File: src/rtl/pwm_start_sequencer.sv
// Brings PWM counter chains up in a staggered order and down in an orderly or fault-driven way.
// Optional stop watchdog: define PWM_STOP_TIMEOUT_EN.
module pwm_start_sequencer #(
  parameter int unsigned N_CHAINS     = 3,
  parameter int unsigned DELAY_WIDTH  = 16,
  parameter int unsigned STOP_TIMEOUT = 1024
) (
  input  logic                   clock_i,
  input  logic                   reset_i,
  input  logic                   start_i,
  input  logic                   stop_i,
  input  logic                   fault_i,
  input  logic                   fault_clear_i,
  input  logic [DELAY_WIDTH-1:0] stagger_delay_i,
  input  logic [N_CHAINS-1:0]    counter_status_i,
  output logic                   timebase_enable_o,
  output logic                   sync_o,
  output logic [N_CHAINS-1:0]    counter_run_o,
  output logic                   running_o,
  output logic                   busy_o,
  output logic                   fault_latched_o,
  output logic                   timeout_flag_o
);

  localparam int IW = (N_CHAINS > 1) ? $clog2(N_CHAINS) : 1;
  localparam logic [IW-1:0] LAST = IW'(N_CHAINS - 1);

  typedef enum logic [2:0] {
    S_IDLE,
    S_TB_START,
    S_SYNC,
    S_STAGGER,
    S_RUNNING,
    S_STOPPING,
    S_FAULT
  } state_t;

  state_t                 state_q, state_d;
  logic [DELAY_WIDTH-1:0] dly_q, dly_d;
  logic [DELAY_WIDTH-1:0] cnt_q, cnt_d;
  logic [IW-1:0]          idx_q, idx_d;
  logic [IW-1:0]          idx_nx;
  logic [N_CHAINS-1:0]    run_q, run_d;
  logic                   tb_q, tb_d;
  logic                   sync_q, sync_d;
  logic                   running_q, running_d;
  logic                   busy_q;
  logic                   fl_q, fl_d;
  logic                   stoppable;

`ifdef PWM_STOP_TIMEOUT_EN
  localparam int WW = $clog2(STOP_TIMEOUT + 1);
  logic [WW-1:0] wd_q, wd_d;
  logic          to_q, to_d;
`endif

  assign idx_nx    = idx_q + 1'b1;
  assign stoppable = (state_q == S_TB_START) || (state_q == S_SYNC) ||
                     (state_q == S_STAGGER)  || (state_q == S_RUNNING);

  always_comb begin
    state_d   = state_q;
    dly_d     = dly_q;
    cnt_d     = cnt_q;
    idx_d     = idx_q;
    run_d     = run_q;
    tb_d      = tb_q;
    sync_d    = 1'b0;
    running_d = running_q;
    fl_d      = fl_q;
`ifdef PWM_STOP_TIMEOUT_EN
    wd_d      = wd_q;
    to_d      = to_q;
`endif
    if (fault_i) begin
      state_d   = S_FAULT;
      run_d     = '0;
      tb_d      = 1'b0;
      running_d = 1'b0;
      fl_d      = 1'b1;
    end else if (stop_i && stoppable) begin
      state_d   = S_STOPPING;
      run_d     = '0;
      tb_d      = 1'b1;
      running_d = 1'b0;
`ifdef PWM_STOP_TIMEOUT_EN
      wd_d      = '0;
`endif
    end else begin
      unique case (state_q)
        S_IDLE: begin
          if (start_i && !stop_i) begin
            state_d = S_TB_START;
            tb_d    = 1'b1;
            dly_d   = (stagger_delay_i == '0) ? DELAY_WIDTH'(1)
                                              : stagger_delay_i;
          end
        end
        S_TB_START: begin
          state_d = S_SYNC;
          sync_d  = 1'b1;
        end
        S_SYNC: begin
          run_d = N_CHAINS'(1);
          idx_d = '0;
          cnt_d = dly_q;
          if (N_CHAINS == 1) begin
            state_d   = S_RUNNING;
            running_d = 1'b1;
          end else begin
            state_d = S_STAGGER;
          end
        end
        S_STAGGER: begin
          // count reaches 1 exactly D cycles after the previous enable
          if (cnt_q == DELAY_WIDTH'(1)) begin
            idx_d = idx_nx;
            run_d = run_q | (N_CHAINS'(1) << idx_nx);
            cnt_d = dly_q;
            if (idx_nx == LAST) begin
              state_d   = S_RUNNING;
              running_d = 1'b1;
            end
          end else begin
            cnt_d = cnt_q - 1'b1;
          end
        end
        S_RUNNING: ;
        S_STOPPING: begin
          if (counter_status_i == '0) begin
            state_d = S_IDLE;
            tb_d    = 1'b0;
          end
`ifdef PWM_STOP_TIMEOUT_EN
          else if (wd_q == WW'(STOP_TIMEOUT - 1)) begin
            state_d = S_FAULT;
            tb_d    = 1'b0;
            fl_d    = 1'b1;
            to_d    = 1'b1;
          end else begin
            wd_d = wd_q + 1'b1;
          end
`endif
        end
        S_FAULT: begin
          if (fault_clear_i) begin
            state_d = S_IDLE;
            fl_d    = 1'b0;
`ifdef PWM_STOP_TIMEOUT_EN
            to_d    = 1'b0;
`endif
          end
        end
        default: state_d = S_IDLE;
      endcase
    end
  end

  always_ff @(posedge clock_i) begin
    if (reset_i) begin
      state_q   <= S_IDLE;
      dly_q     <= '0;
      cnt_q     <= '0;
      idx_q     <= '0;
      run_q     <= '0;
      tb_q      <= 1'b0;
      sync_q    <= 1'b0;
      running_q <= 1'b0;
      busy_q    <= 1'b0;
      fl_q      <= 1'b0;
    end else begin
      state_q   <= state_d;
      dly_q     <= dly_d;
      cnt_q     <= cnt_d;
      idx_q     <= idx_d;
      run_q     <= run_d;
      tb_q      <= tb_d;
      sync_q    <= sync_d;
      running_q <= running_d;
      busy_q    <= (state_d != S_IDLE);
      fl_q      <= fl_d;
    end
  end

`ifdef PWM_STOP_TIMEOUT_EN
  always_ff @(posedge clock_i) begin
    if (reset_i) begin
      wd_q <= '0;
      to_q <= 1'b0;
    end else begin
      wd_q <= wd_d;
      to_q <= to_d;
    end
  end

  assign timeout_flag_o = to_q;
`else
  assign timeout_flag_o = 1'b0;
`endif

  assign timebase_enable_o = tb_q;
  assign sync_o            = sync_q;
  assign counter_run_o     = run_q;
  assign running_o         = running_q;
  assign busy_o            = busy_q;
  assign fault_latched_o   = fl_q;

endmodule
File: config.mk
export PLATFORM = sky130hd
export DESIGN_NAME = pwm_start_sequencer
export DESIGN_NICKNAME = d
export VERILOG_FILES = /design/src/rtl/pwm_start_sequencer.sv
export SDC_FILE = /design/constraint.sdc
export NUM_CORES = 1
export LEC_CHECK = 0
export CELL_PAD_IN_SITES_DETAIL_PLACEMENT = 0
export CELL_PAD_IN_SITES_GLOBAL_PLACEMENT = 2
export CORE_ASPECT_RATIO = 1.1
export CORE_UTILIZATION = 32
export CTS_CLUSTER_DIAMETER = 200
export DETAILED_ROUTE_END_ITERATION = 8
export PLACE_DENSITY_LB_ADDON = 0.1
export SLEW_MARGIN = 20
export SYNTH_ARGS = -nofsm -noshare
export SYNTH_HDL_FRONTEND = slang
export SYNTH_SLANG_ARGS = --single-unit
File: constraint.sdc
create_clock -name clock_i -period 2.05 [get_ports clock_i]
set_input_delay 0.5125 -clock clock_i [delete_from_list [all_inputs] [get_ports clock_i]]
set_output_delay 0.5125 -clock clock_i [all_outputs]
set_load 0.02 [all_outputs]
[After elaboration in Yosys (flattened, before gate mapping)]
Cells that the tools add are included.
Cells by class
  add/subtract/negate cells: 2
  equality and inequality tests: 12
  shift-type cells: 1
  mux-type cells: 24
  bitwise logic cells: 3
  reductions and logical operators: 23
Operators with widths (number)
  $mux W16: 2
  $pmux W16 S2: 1
  $mux W3: 8
  $pmux W3 S7: 1
  $eq A16 B1 Y1 const B: 1
  $logic_not A16 Y1: 1
  $sub A16 B1 Y16 const B: 1
  $reduce_and A3 Y1: 4
  $eq A3 B3 Y1 const B: 3
  $mux W1: 8
  $reduce_and A4 Y1: 2
  $eq A3 B2 Y1 const B: 2
  $logic_not A3 Y1: 2
  $ne A3 B3 Y1 const B: 2
  $pmux W3 S2: 1
  $reduce_bool A2 Y1: 3
  $reduce_bool A3 Y1: 2
  $pmux W2 S2: 1
  $eq A3 B1 Y1 const B: 1
  $logic_or A1 B1 Y1: 3
  $or A3 B3 Y3: 1
  $reduce_or A3 Y1: 1
  $shl A1 B2 Y3 const A: 1
  $add A2 B1 Y2 const B: 1
  10 further kinds: 12
Storage, ports and cells
  register bits after elaboration: 45
  output and inout port bits: 9

[Logic depth before layout (Yosys ltp)]
  word-level depth: 8
  gate-level depth with buffers: 9
  depth with buffers taken out: 7

[Worst setup path after synthesis]
OpenSTA, ideal clock, no wires.
  path type: input to register
  start point: in fault_i
  end point: reg cnt_q[4]
  library setup time: 0.130 ns
  arrival time: 1.783 ns
  path slack: 0.137 ns
  cell stages on the path: 5
  path buffers: 2
  path through: or4b_2 buf_2 clkbuf_1 o21ai_0 o22ai_1
Between the ends
  cells in the longest elaborated chain, start to end: 2
Ends and longest elaborated chain
  start, declared: RTL line 12  | input logic fault_i,
  $not A1 Y1 (no source line)
  $reduce_and A3 Y1 (no source line)
  end signal, assigned: RTL line 174  | cnt_q <= cnt_d;
  end, declared: RTL line 40  | logic [DELAY_WIDTH-1:0] cnt_q, cnt_d;
Every way passes these cells.
A chain may end at the register's enable or synchronous reset.

[Final worst setup path]
  start point: reg cnt_q[1]
  end point: reg cnt_q[9]
Between the ends
  cells in the longest elaborated chain, start to end: 3
Ends and longest elaborated chain
  $sub A16 B1 Y16 / $eq A16 B1 Y1 (equally long branches): RTL line 125, 116
  $mux W16 *: RTL line 116  | if (cnt_q == DELAY_WIDTH'(1)) begin
  $pmux W16 S2 *: RTL line 90  | unique case (state_q)
Mark *: on every way between the ends. The rest lies on a longest branch, timed or not.

==> impl_metrics.tcl <==
set metrics [dict create \
    p_int_mw 1.44 \
    fmax_mhz 505 \
    wl_per_cell_um 15.5 \
    io_pins 34 \
    syn_nets 316 \
    grt_pass1_wl_um 11700 \
    power_density_nw_per_um2 600 \
    finalMaxSlewViolations 0 \
    regArea_um2 902 \
    pwr-share-seq_pct 46.9 \
    synth-async-reset-ratio_pct 0 \
    grt_pass1_vias 2324 \
    worstPathCellList "inv_1 > ha_1 > nor3b_2 > and4_4 > nor2_2 > mux2i_1 > o32ai_1" \
    path_class "register to register" \
    cts_buffer_depth 2 \
    crit_required_ns 2.24 \
    cts.reportedPaths.clkPinSlew_ns 0.09 \
    total_power_mw 1.96 \
    maxCapViolCount 0 \
    wirelength_um 6910 \
    area_growth_pct 37.8 \
    post-route-drc-count 8 \
    cts.sinks 45 \
    grt_max_degree 39 \
    n_antenna_cell 0 \
    finalSetupViolCount 0 \
    antenna_found_initial 0 \
    start_util_pct 33.5 \
    maxSlewHeadroom_pct 61.3 \
    synth_top_area_share_pct 38.0 \
    violations "DRC" \
    fillers 732 \
    row_count 32 \
    crit_path_max_fanout 11 \
    critical_path.max_stage_delay_ns 0.46 \
    rsz0062_at_grt "yes" \
    path_buf_inv 1 \
    synth_area_per_cell_um2 8.29 \
    num_vias 2386 \
    port_buffers 32 \
    layout-drive-gt1-share_pct 21.3 \
    worstSkewPairLatency_ns 0.31 \
    htreeDepth 2 \
    p_leak_nw 1.26 \
    drtAntennaViolNets 0 \
    yosysTopAreaCell "dfxtp_1" \
    synth_cell_types 56 \
    worst_pin_slew_ns 0.574 \
    fin_nets 390 \
    track_usage_pct 19.0 \
    grt_overflow 0 \
    p_sw_uw 521 \
    fin_crit_sh_pct 96.6 \
    hold_viol 0 \
    cts_tree "done" \
    root_buffer "clkbuf_8" \
    cp.arrival_ns 2.17 \
    synth_common_cells "dfxtp_1 (45), nor2_1 (39), a21oi_1 (21)" \
    outcome "finished, violations left" \
    power_frac_clock_pct 35.9 \
    cp-end-kind "register" \
    gp_congestion 0.803 \
    utilization_pct 46.1 \
    critPathLaunchType "register" \
    yosysWarnings 0 \
    multi_input_area_um2 1360 \
    yosys-top-cells-area "dfxtp_1 (38%), nor2_1 (6.2%), a21oi_1 (4.4%)" \
    slowest_stage "nor2_2" \
    coreArea_um2 7090 \
    fin_cells 446 \
    cts_buffers 5 \
    peakVddDrop_v 0.000438 \
    hold_buffers 0 \
    crit_family "simple AND/OR/NAND/NOR gates" \
    dpl.cell_count 436 \
    synth-seq-area-share_pct 38.0 \
    routed_via_density 5.35 \
    netlist_instances 286 \
    dr.pass1.iters 6 \
    ys_seq_elements 45 \
    fin_skew_ns 0.00487 \
    synth_most_common_cell "dfxtp_1" \
    drt_iter0_markers 118 \
    sw_frac_of_total_pct 26.6 \
    synth_edf_count 0 \
    dieArea_um2 7760 \
    die_h_um 92.3 \
    min_path_type "register to register" \
    tns_ns 0 \
    dp_hpwl_um 5150 \
    period_needed_ns 1.98 \
    die_width_um 84.1 \
    synthFlopType "dfxtp_1" \
    combinationalPowerShare_pct 17.2 \
    netlist_area_um2 2370 \
]
kinds of logic after synthesis:
group | synth area share [%]
AO/OA/AOI/OAI | 20.2
buffers and inverters | 5.96
flip-flops | 38.0
multiplexers | 2.59
other | 0.158
AND/OR/NAND/NOR | 30.4
adder cells (fa/ha/maj) | 2.64
placed cells by master, fill, tap and decap left out, types with 3 or more instances in the layout:
cell	instances
a21oi_1	21
a22oi_1	11
clkdlybuf4s50_1	32
mux2i_1	5
inv_1	11
and2_1	3
nor2_1	37
nand4_1	5
nand3_1	12
buf_12	3
nor2b_1	3
nand2b_1	3
nand2_1	13
nor4b_1	5
ha_1	5
nor3_1	13
o32ai_1	5
buf_4	49
nor4_1	12
clkbuf_8	5
dfxtp_1	44
o21ai_0	10
a31oi_1	5
per-layer routing:
metal / track usage, % / part of all wire (%)
met1: 25.2 / 51
met2: 31.5 / 45
met3: 3.33 / 2.8
met4: 5.60 / 1.3
met5: 0 / 0
metrics by stage:
step	hold slack, ns	setup slack, ns	area, um2
floorplan	0.457	0.137	2370
detailed placement	0.454	-0.288	3110
CTS	0.473	0.00411	3220
global placement	0.447	-0.304	3110
global route	0.497	-0.0359	3270
finish	0.465	0.0702	3270
registers in the layout, indices dropped and copies added (netlist names):
register,cells
cnt_q,16
dly_q,16
counter_run_o,3
state_q,3
idx_q,2
busy_o,1
fault_latched_o,1
running_o,1
sync_o,1
timebase_enable_o,1
path summary, 6_finish.rpt:
check                           cells after the start  slack (ns)                      to                    from
worst min-delay path                                2        0.47  running_o$_SDFFE_PP0P_  running_o$_SDFFE_PP0P_
worst max register to register                      7        0.07   cnt_q[9]$_SDFFE_PP0P_   cnt_q[1]$_SDFFE_PP0P_
worst min register to register                      2        0.47  running_o$_SDFFE_PP0P_  running_o$_SDFFE_PP0P_
worst max-delay path                                7        0.07   cnt_q[9]$_SDFFE_PP0P_   cnt_q[1]$_SDFFE_PP0P_
power by group through the flow:
stage / logic (mW) / clock network (mW) / registers [mW]
final: 0.338 / 0.704 / 0.920
after CTS: 0.331 / 0.727 / 0.920
after detailed placement: 0.329 / 0 / 0.940
after global routing: 0.372 / 0.759 / 0.924
after floorplan: 0.159 / 0 / 0.941
after global placement: 0.330 / 0 / 0.940
area by class of cell:
cell class                      instances  area share (%)
Clock inverter                          2            1.19
Tap cell                               85            3.25
Clock buffer                            6            2.22
Inverter                               11            1.26
Sequential cell                        45            27.6
Multi-Input combinational cell        213            41.6
Timing Repair Buffer                   84            22.9
worst min-delay path: cells and delay by family (launching register included):
kind / cells / cell delay [ns]
AO/OA/AOI/OAI: 1 / 0.06
buffers and inverters: 1 / 0.04
flip-flops: 1 / 0.32
repair_timing:
action,4_1_cts,5_1_grt
gates cloned,0,0
setup buffers,0,2
resized for setup,1,11
pin swaps,0,2
endpoints found under the hold margin,0,0
setup endpoints to repair,9,22
Power figures use the tool's default switching activity.
